<file path="src/rtl/dmem_arbiter_if.sv">
// Requester-side bus of the data-memory arbiter: two packed request lanes plus one shared response.
// The master modport is the requester side; the slave modport is the arbiter.
interface dmem_arbiter_if #(
    parameter int ADDR_W = 16
);
    logic [1:0]          req_valid;
    logic [1:0]          req_ready;
    logic [1:0]          req_write;
    logic [2*ADDR_W-1:0] req_addr;
    logic [7:0]          req_byte_en;
    logic [63:0]         req_wdata;
    logic                rsp_valid;
    logic                rsp_id;
    logic [31:0]         rsp_data;
    logic                rsp_error;

    modport master (
        output req_valid, req_write, req_addr, req_byte_en, req_wdata,
        input  req_ready, rsp_valid, rsp_id, rsp_data, rsp_error
    );

    modport slave (
        input  req_valid, req_write, req_addr, req_byte_en, req_wdata,
        output req_ready, rsp_valid, rsp_id, rsp_data, rsp_error
    );
endinterface

</file>
<file path="src/rtl/dmem_arbiter.sv">
// Round-robin arbiter sharing one single-port data memory between the core (0) and the loader/debug port (1).
// Sub-word stores take a read cycle (merge) followed by a write cycle in RMW_WR.
//
// state  | meaning
// IDLE   | arbitrate; loads, full/empty stores and errors complete here
// RMW_WR | write the merged word of a partial store; no new grants
module dmem_arbiter #(
    parameter int MEM_WORDS = 7920,
    parameter int ADDR_W    = 16
) (
    input  logic         clock,
    input  logic         reset,
    dmem_arbiter_if.slave bus,
    output logic [13:0]  mem_address,
    output logic         mem_write_enable,
    output logic [31:0]  mem_write_data,
    input  logic [31:0]  mem_read_data
);
    typedef enum logic {IDLE, RMW_WR} state_t;

    state_t      state_q, state_d;
    logic        rr_next_q, rr_next_d;
    logic [13:0] rmw_addr_q, rmw_addr_d;
    logic        rmw_id_q, rmw_id_d;
    logic [31:0] merged_q, merged_d;
    logic        rsp_valid_q, rsp_valid_d;
    logic        rsp_id_q, rsp_id_d;
    logic [31:0] rsp_data_q, rsp_data_d;
    logic        rsp_error_q, rsp_error_d;

    logic              gnt;
    logic              gnt_id;
    logic [ADDR_W-1:0] sel_addr;
    logic [3:0]        sel_be;
    logic [31:0]       sel_wdata;
    logic              sel_write;
    logic [13:0]       word_addr;
    logic              req_err;

    always_comb begin
        gnt_id    = (&bus.req_valid) ? rr_next_q : bus.req_valid[1];
        gnt       = (state_q == IDLE) && !reset && (|bus.req_valid);
        sel_addr  = gnt_id ? bus.req_addr[2*ADDR_W-1:ADDR_W] : bus.req_addr[ADDR_W-1:0];
        sel_be    = gnt_id ? bus.req_byte_en[7:4] : bus.req_byte_en[3:0];
        sel_wdata = gnt_id ? bus.req_wdata[63:32] : bus.req_wdata[31:0];
        sel_write = gnt_id ? bus.req_write[1] : bus.req_write[0];
        word_addr = sel_addr[15:2];
        req_err   = (sel_addr[1:0] != 2'b00) || ({18'd0, word_addr} >= MEM_WORDS[31:0]);
    end

    always_comb begin
        state_d          = state_q;
        rr_next_d        = rr_next_q;
        rmw_addr_d       = rmw_addr_q;
        rmw_id_d         = rmw_id_q;
        merged_d         = merged_q;
        rsp_valid_d      = 1'b0;
        rsp_id_d         = rsp_id_q;
        rsp_data_d       = 32'd0;
        rsp_error_d      = 1'b0;
        bus.req_ready    = 2'b00;
        mem_address      = 14'd0;
        mem_write_enable = 1'b0;
        mem_write_data   = 32'd0;
        case (state_q)
            IDLE: begin
                if (gnt) begin
                    bus.req_ready = gnt_id ? 2'b10 : 2'b01;
                    mem_address   = word_addr;
                    rr_next_d     = ~gnt_id;
                    if (sel_write && !req_err && (sel_be != 4'b1111) && (sel_be != 4'b0000)) begin
                        for (int b = 0; b < 4; b++) begin
                            merged_d[8*b +: 8] = sel_be[b] ? sel_wdata[8*b +: 8]
                                                           : mem_read_data[8*b +: 8];
                        end
                        rmw_addr_d = word_addr;
                        rmw_id_d   = gnt_id;
                        state_d    = RMW_WR;
                    end else begin
                        rsp_valid_d = 1'b1;
                        rsp_id_d    = gnt_id;
                        rsp_error_d = req_err;
                        rsp_data_d  = (!sel_write && !req_err) ? mem_read_data : 32'd0;
                        if (sel_write && !req_err && (sel_be == 4'b1111)) begin
                            mem_write_enable = 1'b1;
                            mem_write_data   = sel_wdata;
                        end
                    end
                end
            end
            RMW_WR: begin
                // reset in this cycle must leave memory untouched
                if (!reset) begin
                    mem_address      = rmw_addr_q;
                    mem_write_enable = 1'b1;
                    mem_write_data   = merged_q;
                end
                state_d     = IDLE;
                rsp_valid_d = 1'b1;
                rsp_id_d    = rmw_id_q;
            end
            default: state_d = IDLE;
        endcase
    end

    always_ff @(posedge clock) begin
        if (reset) begin
            state_q     <= IDLE;
            rr_next_q   <= 1'b0;
            rmw_addr_q  <= 14'd0;
            rmw_id_q    <= 1'b0;
            merged_q    <= 32'd0;
            rsp_valid_q <= 1'b0;
            rsp_id_q    <= 1'b0;
            rsp_data_q  <= 32'd0;
            rsp_error_q <= 1'b0;
        end else begin
            state_q     <= state_d;
            rr_next_q   <= rr_next_d;
            rmw_addr_q  <= rmw_addr_d;
            rmw_id_q    <= rmw_id_d;
            merged_q    <= merged_d;
            rsp_valid_q <= rsp_valid_d;
            rsp_id_q    <= rsp_id_d;
            rsp_data_q  <= rsp_data_d;
            rsp_error_q <= rsp_error_d;
        end
    end

    assign bus.rsp_valid = rsp_valid_q;
    assign bus.rsp_id    = rsp_id_q;
    assign bus.rsp_data  = rsp_data_q;
    assign bus.rsp_error = rsp_error_q;
endmodule

</file>
<file path="src/flat_wrapper.sv">
// flat-port wrapper written by rule: the top's interface ports become plain ports
module dmem_arbiter_flat 
#(
    parameter int MEM_WORDS = 7920,
    parameter int ADDR_W    = 16
)
  (clock, reset, mem_address, mem_write_enable, mem_write_data, mem_read_data, bus_req_valid, bus_req_write, bus_req_addr, bus_req_byte_en, bus_req_wdata, bus_req_ready, bus_rsp_valid, bus_rsp_id, bus_rsp_data, bus_rsp_error);
  dmem_arbiter_if #(.ADDR_W(ADDR_W)) bus_i ();
  input  logic clock;
  input  logic reset;
  output logic [13:0] mem_address;
  output logic mem_write_enable;
  output logic [31:0] mem_write_data;
  input  logic [31:0] mem_read_data;
  input wire logic [$bits(bus_i.req_valid)-1:0] bus_req_valid;
  input wire logic [$bits(bus_i.req_write)-1:0] bus_req_write;
  input wire logic [$bits(bus_i.req_addr)-1:0] bus_req_addr;
  input wire logic [$bits(bus_i.req_byte_en)-1:0] bus_req_byte_en;
  input wire logic [$bits(bus_i.req_wdata)-1:0] bus_req_wdata;
  output wire logic [$bits(bus_i.req_ready)-1:0] bus_req_ready;
  output wire logic [$bits(bus_i.rsp_valid)-1:0] bus_rsp_valid;
  output wire logic [$bits(bus_i.rsp_id)-1:0] bus_rsp_id;
  output wire logic [$bits(bus_i.rsp_data)-1:0] bus_rsp_data;
  output wire logic [$bits(bus_i.rsp_error)-1:0] bus_rsp_error;
  assign bus_i.req_valid = bus_req_valid;
  assign bus_i.req_write = bus_req_write;
  assign bus_i.req_addr = bus_req_addr;
  assign bus_i.req_byte_en = bus_req_byte_en;
  assign bus_i.req_wdata = bus_req_wdata;
  assign bus_req_ready = bus_i.req_ready;
  assign bus_rsp_valid = bus_i.rsp_valid;
  assign bus_rsp_id = bus_i.rsp_id;
  assign bus_rsp_data = bus_i.rsp_data;
  assign bus_rsp_error = bus_i.rsp_error;
  dmem_arbiter #(.MEM_WORDS(MEM_WORDS), .ADDR_W(ADDR_W)) u_core (.clock(clock), .reset(reset), .bus(bus_i), .mem_address(mem_address), .mem_write_enable(mem_write_enable), .mem_write_data(mem_write_data), .mem_read_data(mem_read_data));
endmodule
</file>
<file path="config.mk">
export PLATFORM = sky130hd
export DESIGN_NAME = dmem_arbiter_flat
export DESIGN_NICKNAME = d
export VERILOG_FILES = /design/src/rtl/dmem_arbiter_if.sv /design/src/rtl/dmem_arbiter.sv /design/src/flat_wrapper.sv
export SDC_FILE = /design/constraint.sdc
export NUM_CORES = 1
export LEC_CHECK = 0
export CAP_MARGIN = 20
export CORE_ASPECT_RATIO = 0.6
export CORE_MARGIN = 5
export CORE_UTILIZATION = 50
export CTS_CLUSTER_SIZE = 30
export DETAILED_ROUTE_END_ITERATION = 12
export DONT_BUFFER_PORTS = 1
export GPL_ROUTABILITY_DRIVEN = 0
export PLACE_DENSITY = 0.68
export SETUP_SLACK_MARGIN = 0.2
export SYNTH_ARGS = -nofsm -noshare
export SYNTH_HDL_FRONTEND = slang
export SYNTH_SLANG_ARGS = --single-unit
</file>
<file path="constraint.sdc">
create_clock -name clock -period 3.1 [get_ports clock]
set_input_delay 0.62 -clock clock [delete_from_list [all_inputs] [get_ports clock]]
set_output_delay 0.62 -clock clock [all_outputs]
set_load 0.1 [all_outputs]
</file>
After elaboration in Yosys (flattened, before gate mapping)

Index checks and enable logic that the tools add are counted.

Bits in read-only memories: 0
Bits of input ports: 142
Bits in writable memories: 0
Logic and storage cells: 72
Bits in latches: 0
Memories: 0
Output and inout port bits: 84
Register bits after elaboration: 84

Reduce and logical (&&, ||, !) cells: 20
Multiplexer cells: 34
Multiply operators: 0
Magnitude comparators: 1
Add/subtract/negate cells: 0
Bitwise gates (word level): 4
Eq/ne operators: 4
Divide/modulo/power cells: 0
Shifts and indexed selects: 0

Operators by type and width:

| kind                                                                | number |
|---|---|
| two-way mux 32 bit                                                  | 5 |
| one-hot mux 32 bit (2 select lines)                                 | 1 |
| two-way mux 8 bit                                                   | 4 |
| two-way mux 14 bit                                                  | 2 |
| one-hot mux 14 bit (2 select lines)                                 | 1 |
| two-way mux 16 bit                                                  | 1 |
| greater-or-equal comparator 14 x 13 -> 1 bit, second input constant | 1 |
| two-way mux 1 bit                                                   | 12 |
| one-hot mux 1 bit (2 select lines)                                  | 4 |
| logical AND 1 bit                                                   | 7 |
| two-way mux 2 bit                                                   | 3 |
| AND reduction 2 bit                                                 | 3 |
| OR reduction 5 bit                                                  | 1 |
| == test 4 bit, second input constant                                | 1 |
| two-way mux 4 bit                                                   | 1 |
| != test 4 bit, second input constant                                | 1 |
| inverter 1 bit                                                      | 4 |
| nonzero test 4 bit                                                  | 1 |
| OR reduction 4 bit                                                  | 1 |
| zero test 1 bit                                                     | 3 |
| AND reduction 3 bit                                                 | 1 |
| != test 2 x 1 -> 1 bit, second input constant                       | 1 |
| != test 2 bit, second input constant                                | 1 |
| nonzero test 2 bit                                                  | 1 |
| 2 further kinds                                                     | 2 |

Depth between registers and ports, before layout

Gate-level depths: netlist of run 1.

Depth after elaboration: 12
Mapped depth: 7
Depth with buffers taken out: 5

Worst setup path after synthesis of run 1

OpenSTA, ideal clock, no wires.

Path type: input to output
From: input bus_req_valid[0]
To: output mem_write_data[21]
Path slack: -1.220 ns
Buffers on the path: 1
Data required time: 2.480 ns
Arrival: 3.700 ns
Stages: 6
Cell sequence: and2b_1 nor2_4 a32o_1 nand3_1 buf_2 o21ai_0

Longest elaborated chain between the ends: 12
Elaborated cells between the ends (all ways): 23
Classes of those cells: 1 x order compare; 2 x eq/ne; 9 x mux; 11 x reduce/logical

Ends and longest elaborated chain:

| item                                                                               | line                                   | source |
|---|---|---|
| start, declared                                                                    | flat_wrapper.sv:15                     | `input wire logic [$bits(bus_i.req_valid)-1:0] bus_req_valid;` |
| AND reduction 2 bit                                                                | dmem_arbiter.sv:41                     | `gnt_id = (&bus.req_valid) ? rr_next_q : bus.req_valid[1];` |
| two-way mux 1 bit                                                                  | dmem_arbiter.sv:41                     |  |
| two-way mux 16 bit                                                                 | dmem_arbiter.sv:43                     | `sel_addr = gnt_id ? bus.req_addr[2*ADDR_W-1:ADDR_W] : bus.req_addr[ADDR_W-1:0];` |
| greater-or-equal comparator 14 x 13 -> 1 bit or nonzero test 2 bit (tied branches) | dmem_arbiter.sv:48                     | `req_err = (sel_addr[1:0] != 2'b00) \|\| ({18'd0, word_addr} >= MEM_WORDS[31:0]);` |
| logical OR 1 bit                                                                   | dmem_arbiter.sv:48                     |  |
| zero test 1 bit                                                                    | dmem_arbiter.sv:71, dmem_arbiter.sv:84 |  |
| logical AND 1 bit                                                                  | dmem_arbiter.sv:71, dmem_arbiter.sv:84 |  |
| logical AND 1 bit, on equally long branches                                        | dmem_arbiter.sv:84, dmem_arbiter.sv:71 |  |
| two-way mux 32 bit or logical AND 1 bit (tied branches)                            | dmem_arbiter.sv:84, dmem_arbiter.sv:71 |  |
| two-way mux 32 bit                                                                 | dmem_arbiter.sv:71                     | `if (sel_write && !req_err && (sel_be != 4'b1111) && (sel_be != 4'b0000)) begin` |
| two-way mux 32 bit (*)                                                             | dmem_arbiter.sv:67                     | `if (gnt) begin` |
| one-hot mux 32 bit (2 select lines) (*)                                            | dmem_arbiter.sv:65                     | `case (state_q)` |
| end, declared                                                                      | flat_wrapper.sv:13                     | `output logic [31:0] mem_write_data;` |

Every way passes the cells marked *; elsewhere a longest branch is shown, timed or not.

Worst setup path in the final report of run 1

From: register u_core.rr_next_q
To: output mem_write_data[21]

Longest elaborated chain between the ends: 11
Elaborated cells between the ends (all ways): 20
Classes of those cells: 1 x order compare; 2 x eq/ne; 9 x mux; 8 x reduce/logical

Ends and longest elaborated chain:

| item                                                                               | line                                   | source |
|---|---|---|
| start, declared                                                                    | dmem_arbiter.sv:22                     | `logic rr_next_q, rr_next_d;` |
| start signal, assigned                                                             | dmem_arbiter.sv:119                    | `rr_next_q <= rr_next_d;` |
| two-way mux 1 bit (*)                                                              | dmem_arbiter.sv:41                     |  |
| two-way mux 16 bit                                                                 | dmem_arbiter.sv:43                     |  |
| greater-or-equal comparator 14 x 13 -> 1 bit or nonzero test 2 bit (tied branches) | dmem_arbiter.sv:48                     |  |
| logical OR 1 bit                                                                   | dmem_arbiter.sv:48                     |  |
| zero test 1 bit                                                                    | dmem_arbiter.sv:71, dmem_arbiter.sv:84 |  |
| logical AND 1 bit                                                                  | dmem_arbiter.sv:71, dmem_arbiter.sv:84 |  |
| logical AND 1 bit, on equally long branches                                        | dmem_arbiter.sv:84, dmem_arbiter.sv:71 |  |
| two-way mux 32 bit or logical AND 1 bit (tied branches)                            | dmem_arbiter.sv:84, dmem_arbiter.sv:71 |  |
| two-way mux 32 bit (*)                                                             | dmem_arbiter.sv:71                     |  |
| two-way mux 32 bit (*)                                                             | dmem_arbiter.sv:67                     |  |
| one-hot mux 32 bit (2 select lines) (*)                                            | dmem_arbiter.sv:65                     |  |

Marked as above.

==> results_dict.tcl, run 1 <==
set metrics [dict create \
    initial_core_util_pct 51.2 \
    worst_ep_required_time_ps 2480 \
    area_growth_pct 38.7 \
    hold_path.class "in -> reg" \
    tightest_slew_ps 1030 \
    yosysSeqAreaShare_pct 35.8 \
    p_int_uw 2040 \
    skew_ps 4.87 \
    dp_slack_ps 218 \
    clk_pin_slew_ps 60 \
    firstDrtPassIters 5 \
    layout_min_cycle_time_ps 2830 \
    max_slew_margin_pct 31.6 \
    synth_edf_count 0 \
    nFillCells 667 \
    cpPeakStageDelay_ps 500 \
    yosysTopAreaCell "dfxtp_1" \
    drv_slew 0 \
    final-setup-viol-count 0 \
    synthArstFlopShare_pct 0 \
    ctsLongestPathBuffers 2 \
    ios 226 \
    drtIter0Drc 265 \
    antenna_left 0 \
    clockPowerShare_pct 39.5 \
    dieHeight_um 85.1 \
    cp_num_buf_inv 2 \
    p_per_area_nw_per_um2 456 \
    vias 4184 \
    regArea_um2 1680 \
    critPathCaptureType "output port" \
    overflow 0 \
    synthFlopType "dfxtp_1" \
    finalCritPeriodShare_pct 91.2 \
    rsz0062_at_grt "false" \
    synth_nets 656 \
    synth_top_area_share_pct 35.8 \
    ys_types 41 \
    grt_use_total_pct 24.0 \
    report.final.hold_viol_count 0 \
    worstPathMaxFanout 8 \
    port_buffers 0 \
    grt_max_degree 65 \
    cts_root_buffer "clkbuf_16" \
    pwr-share-comb_pct 19.1 \
    num_rows 27 \
    crit_top_cell "buf_12" \
    antenna_cells 0 \
    holdBufCountCts 0 \
    leakagePower_uw 0.00266 \
    critPathKind "reg -> out" \
    pwr-share-seq_pct 41.4 \
    critPathLaunchType "flop" \
    routed_wl_mm 14.3 \
    die_x_um 135 \
    grt_pass1_vias 4256 \
    synthCells 514 \
    syn_area_per_cell_um2 9.15 \
    drc 0 \
    ir_drop_uv 329 \
    status "complete, no violations" \
    cp_cell_sequence "and2b_1 -> or4_4 -> and4_4 -> nand3_4 -> buf_12 -> o21ai_4 -> buf_12" \
    worstPathArrival_ps 2210 \
    p_sw_share_pct 31.4 \
    cp_slowest_cell "or4_4" \
    h-tree-depth 3 \
    yosys_warnings 0 \
    tritoncts "done" \
    drive_above_1_share_pct 39.1 \
    fmax_ghz 0.354 \
    vias_per_cell 6.09 \
    multi_input_area_um2 3200 \
    antenna_found_initial 0 \
    netlist_area_um2 4700 \
    p_switching_uw 935 \
    dp_hpwl_mm 10.3 \
    cts_buffers 9 \
    fin_nets 694 \
    drt-wirelength-per-cell_um 20.8 \
    fp.coreArea_um2 9190 \
    setup_slack_ps 274 \
    clock_sinks 84 \
    ys_top_cells_by_area "dfxtp_1 36%, mux2_2 11%, mux2i_1 11%, o311ai_0 6.0%, o31ai_2 5.1%" \
    insertion_delay_ps 330 \
    grt_pass1_wl_mm 22.3 \
    cp_top_family "simple AND/OR/NAND/NOR gates" \
    die-area_um2 11500 \
    final_core_util_pct 71.0 \
    synth_seq_cells 84 \
    maxCapViolCount 0 \
]
-- layout by cell type, fill, tap and decap left out, types with 2 or more instances in the layout --
| cell | n |
|---|---|
| clkbuf_16 | 9 |
| buf_16 | 2 |
| o31ai_1 | 13 |
| buf_12 | 37 |
| nor2_1 | 17 |
| o21ai_2 | 14 |
| buf_4 | 30 |
| a41oi_1 | 2 |
| o21ai_4 | 32 |
| and2_1 | 32 |
| mux2i_2 | 3 |
| bufinv_16 | 2 |
| o21ai_0 | 2 |
| nand4_1 | 3 |
| o311ai_0 | 32 |
| mux2i_1 | 47 |
| dfxtp_1 | 83 |
| inv_1 | 34 |
| o41ai_1 | 2 |
| o31ai_2 | 19 |
| clkinv_4 | 2 |
| mux2_2 | 47 |
| nor2b_1 | 14 |
| nand2_4 | 2 |
| a32o_2 | 2 |
| nand2_1 | 47 |
| and3_1 | 2 |
-- flip-flops by register name, summed over array words and instances, names as in the netlist --
register	cells
u_core.bus.rsp_data	32
u_core.merged_q	32
u_core.rmw_addr_q	14
u_core.bus.rsp_error	1
u_core.bus.rsp_id	1
u_core.bus.rsp_valid	1
u_core.rmw_id_q	1
u_core.rr_next_q	1
u_core.state_q	1
-- metal layers --
metal  global-route usage [%]  vias to the layer above  part of all wire [%]
li1                         -                     1940                     -
met1                     28.8                     1998                    41
met2                     41.5                      224                    48
met3                     8.35                       22                   9.7
met4                     5.86                        0                   1.5
met5                        0                        -                     0
-- power groups by stage --
stage / Clock, uW / Combinational [uW] / Sequential [uW]
after floorplan: 0 / 444 / 1250
after global placement: 0 / 549 / 1260
after detailed placement: 0 / 559 / 1260
after CTS: 1190 / 564 / 1230
after global routing: 1240 / 601 / 1240
final: 1180 / 568 / 1230
-- cells by family after synthesis --
| family | count (synthesis) | synth area share, % |
|---|---|---|
| muxes | 97 | 21.9 |
| DFF | 84 | 35.8 |
| buffers and inverters | 77 | 6.97 |
| AOI/OAI and AO/OA | 126 | 21.1 |
| and+or+nand+nor | 130 | 14.2 |
-- area by class of cell --
cell class,instances,area share [%]
flip-flops and latches,84,25.8
repair buffers,69,15.7
multi-input cells,353,49.0
clock inverters,5,1.30
well taps,130,2.49
inverters,35,2.01
clock buffers,11,3.72
-- worst paths after layout --
kind,from,endpoint,slack (ps),cells after the start
min reg2reg,u_core.rr_next_q,u_core.rr_next_q,480,1
max,u_core.rr_next_q,mem_write_data[21],270,7
max reg2reg,u_core.rr_next_q,u_core.rmw_addr_q[11],630,6
min,reset,u_core.merged_q[28],390,1
-- cell usage after synthesis, drive strengths merged, types with 2 or more instances --
cell type   n
a32o        3
a41oi       2
and2       32
and3        2
and4        2
buf        12
clkbuf     30
dfxtp      84
inv        35
mux2       47
mux2i      50
nand2      49
nand2b      2
nand4       4
nor2       19
nor2b      15
o21ai      48
o311ai     33
o31ai      32
o41ai       2
-- metrics by stage --
stage	setup TNS, ps	hold slack [ps]	total power [uW]	instances	instance area (um2)
after floorplan	-1430	452	1690	514	5120
after global placement	0	470	1800	669	6100
after detailed placement	0	479	1810	669	6100
after CTS	0	373	2990	687	6490
after global routing	0	369	3070	687	6520
final	0	391	2980	687	6520
-- repair_timing --
item / in CTS / in global routing
buffers inserted: 0 / 0
resized for setup: 5 / 7
gates cloned: 2 / 0
pin swaps: 1 / 5
setup endpoints to repair: 32 / 31
Power figures use the tool's default switching activity.
==> run 2, diff against run 1 <==
- PLACE_DENSITY: 0.68 -> 0.71
- SLEW_MARGIN: default -> 20
==> results_dict.tcl, run 2 (synthesis gave the netlist of run 1 again) <==
set metrics [dict create \
    layout_min_cycle_time_ps 2890 \
    fin_cells 692 \
    fmax_ghz 0.346 \
    ir_drop_uv 337 \
    hold_path.class "in -> reg" \
    whs_endpoint "u_core.merged_q[24]" \
    antenna_cells 0 \
    clockPowerShare_pct 38.4 \
    initial_core_util_pct 51.2 \
    die_x_um 135 \
    pwr-share-seq_pct 41.8 \
    grt_max_degree 65 \
    setup_slack_ps 208 \
    p_int_uw 2020 \
    worst_ep_required_time_ps 2480 \
    clock_sinks 84 \
    antenna_found_initial 0 \
    pwr-share-comb_pct 19.7 \
    h-tree-depth 3 \
    power_uw 2950 \
    drtIter0Drc 203 \
    routed_wl_mm 15.1 \
    reg2regPathDepth 7 \
    dp.cells 669 \
    ios 226 \
    critPathKind "reg -> out" \
    drt-wirelength-per-cell_um 21.8 \
    holdPathStages 1 \
    cts_buffers 9 \
    dp_hpwl_mm 10.8 \
    grt_pass1_vias 4361 \
    r2r_start "u_core.rr_next_q" \
    min_from "reset" \
    worstPathArrival_ps 2270 \
    clk_pin_slew_ps 60 \
    area_growth_pct 39.9 \
    maxCapViolCount 0 \
    max_slew_margin_pct 24.5 \
    tritoncts "done" \
    rsz0062_at_grt "true" \
    p_per_area_nw_per_um2 448 \
    report.final.hold_viol_count 0 \
    vias_per_cell 6.01 \
    holdBufCountCts 0 \
    nFillCells 667 \
    grt_pass1_wl_mm 23.2 \
    final_core_util_pct 71.6 \
    status "complete, no violations" \
    drc 0 \
    overflow 0 \
    layout_commonest_cell "dfxtp_1" \
    crit_top_cell "buf_12" \
    cp_slowest_cell "or4_4" \
    ctsLongestPathBuffers 2 \
    cp_num_buf_inv 3 \
    grt_use_total_pct 25.4 \
    fp.coreArea_um2 9190 \
    critPathCaptureType "output port" \
    finalCritPeriodShare_pct 93.3 \
    antenna_left 0 \
    final-setup-viol-count 0 \
    tightest_slew_ps 1130 \
    drive_above_1_share_pct 39.1 \
    vias 4158 \
    skew_ps 5.78 \
    cpPeakStageDelay_ps 490 \
    fin_nets 699 \
    p_switching_uw 925 \
    insertion_delay_ps 330 \
    drv_slew 0 \
    rrSetupSlack_ps 690 \
    final_cell_mix "83 x dfxtp_1, 48 x mux2i_1, 47 x mux2_2, 47 x nand2_1, 39 x buf_12" \
    die-area_um2 11500 \
    fin_setup_tns_ps 0 \
    cts_root_buffer "clkbuf_16" \
    leakagePower_uw 0.00269 \
    rr_endpoint "u_core.merged_q[30]" \
    p_sw_share_pct 31.4 \
    cp_top_family "simple AND/OR/NAND/NOR gates" \
    cp_cell_sequence "and2b_2 -> or4_4 -> and4_4 -> nand3_4 -> buf_12 -> buf_16 -> o21ai_4 -> buf_12" \
    worstPathMaxFanout 8 \
    dieHeight_um 85.1 \
    critPathLaunchType "flop" \
    port_buffers 0 \
    firstDrtPassIters 4 \
    num_rows 27 \
    dp_slack_ps 144 \
]
## run 2: cell types whose count changed in the layout (fill, tap and decap cells not counted), sizes merged
cell and delta:
buf +4, bufbuf +1, clkbuf +1, clkinvlp -1
## run 2: power by group through the flow
stage	combinational (uW)	clock, uW	sequential [uW]
3_3_place_gp	546	0	1250
4_1_cts	573	1150	1230
2_1_floorplan	444	0	1250
3_5_place_dp	563	0	1260
5_1_grt	615	1200	1240
6_report	582	1130	1230
## run 2: per-stage QoR
step           hold WS, ps  instance area [um2]
2_1_floorplan          452                 5120
3_3_place_gp           470                 6110
3_5_place_dp           488                 6110
4_1_cts                379                 6530
5_1_grt                373                 6580
6_report               394                 6580
## run 2: area by class of cell
cell class / count / area [um2] / share of cell area, %
Sequential cell: 84 / 1680 / 25.6
Clock inverter: 4 / 73.8 / 1.12
Tap cell: 130 / 163 / 2.47
Multi-Input combinational cell: 353 / 3190 / 48.4
Inverter: 35 / 131 / 2.00
Clock buffer: 12 / 236 / 3.60
Timing Repair Buffer: 74 / 1100 / 16.8
## run 2: how the worst max path moves through the flow
stage                     startpoint            endpoint  slack, ps  cells after the start
floorplan                      reset     mem_address[10]       -220                      5
global placement    bus_req_valid[0]  mem_write_data[21]        210                      7
detailed placement  bus_req_valid[0]  mem_write_data[21]        140                      7
CTS                 u_core.rr_next_q  mem_write_data[26]        210                      9
global route        u_core.rr_next_q  mem_write_data[11]        160                      8
finish              u_core.rr_next_q  mem_write_data[29]        210                      8
## run 2: metal layers
layer  global-route usage [%]  routed length [um]  vias up
met5                        0                   0        -
met4                     6.40                 199        0
met3                     8.95                1210       17
met2                     44.7                7630      176
met1                     29.7                6050     2023
li1                         -                   -     1942
## run 2: repair_timing
item | CTS | global route
gates resized for setup | 8 | 6
pin swaps | 2 | 14
gates cloned | 2 | 0
buffers inserted | 3 | 2
setup endpoints to repair | 32 | 25
## run 2: worst reg2reg max path, stage by stage (launching register included)
cell and delay, ps:
dfxtp_2 330, and2b_2 230, or4_4 490, buf_4 160, nand4_2 120, or3_4 420
buf_4 390, o31ai_2 110
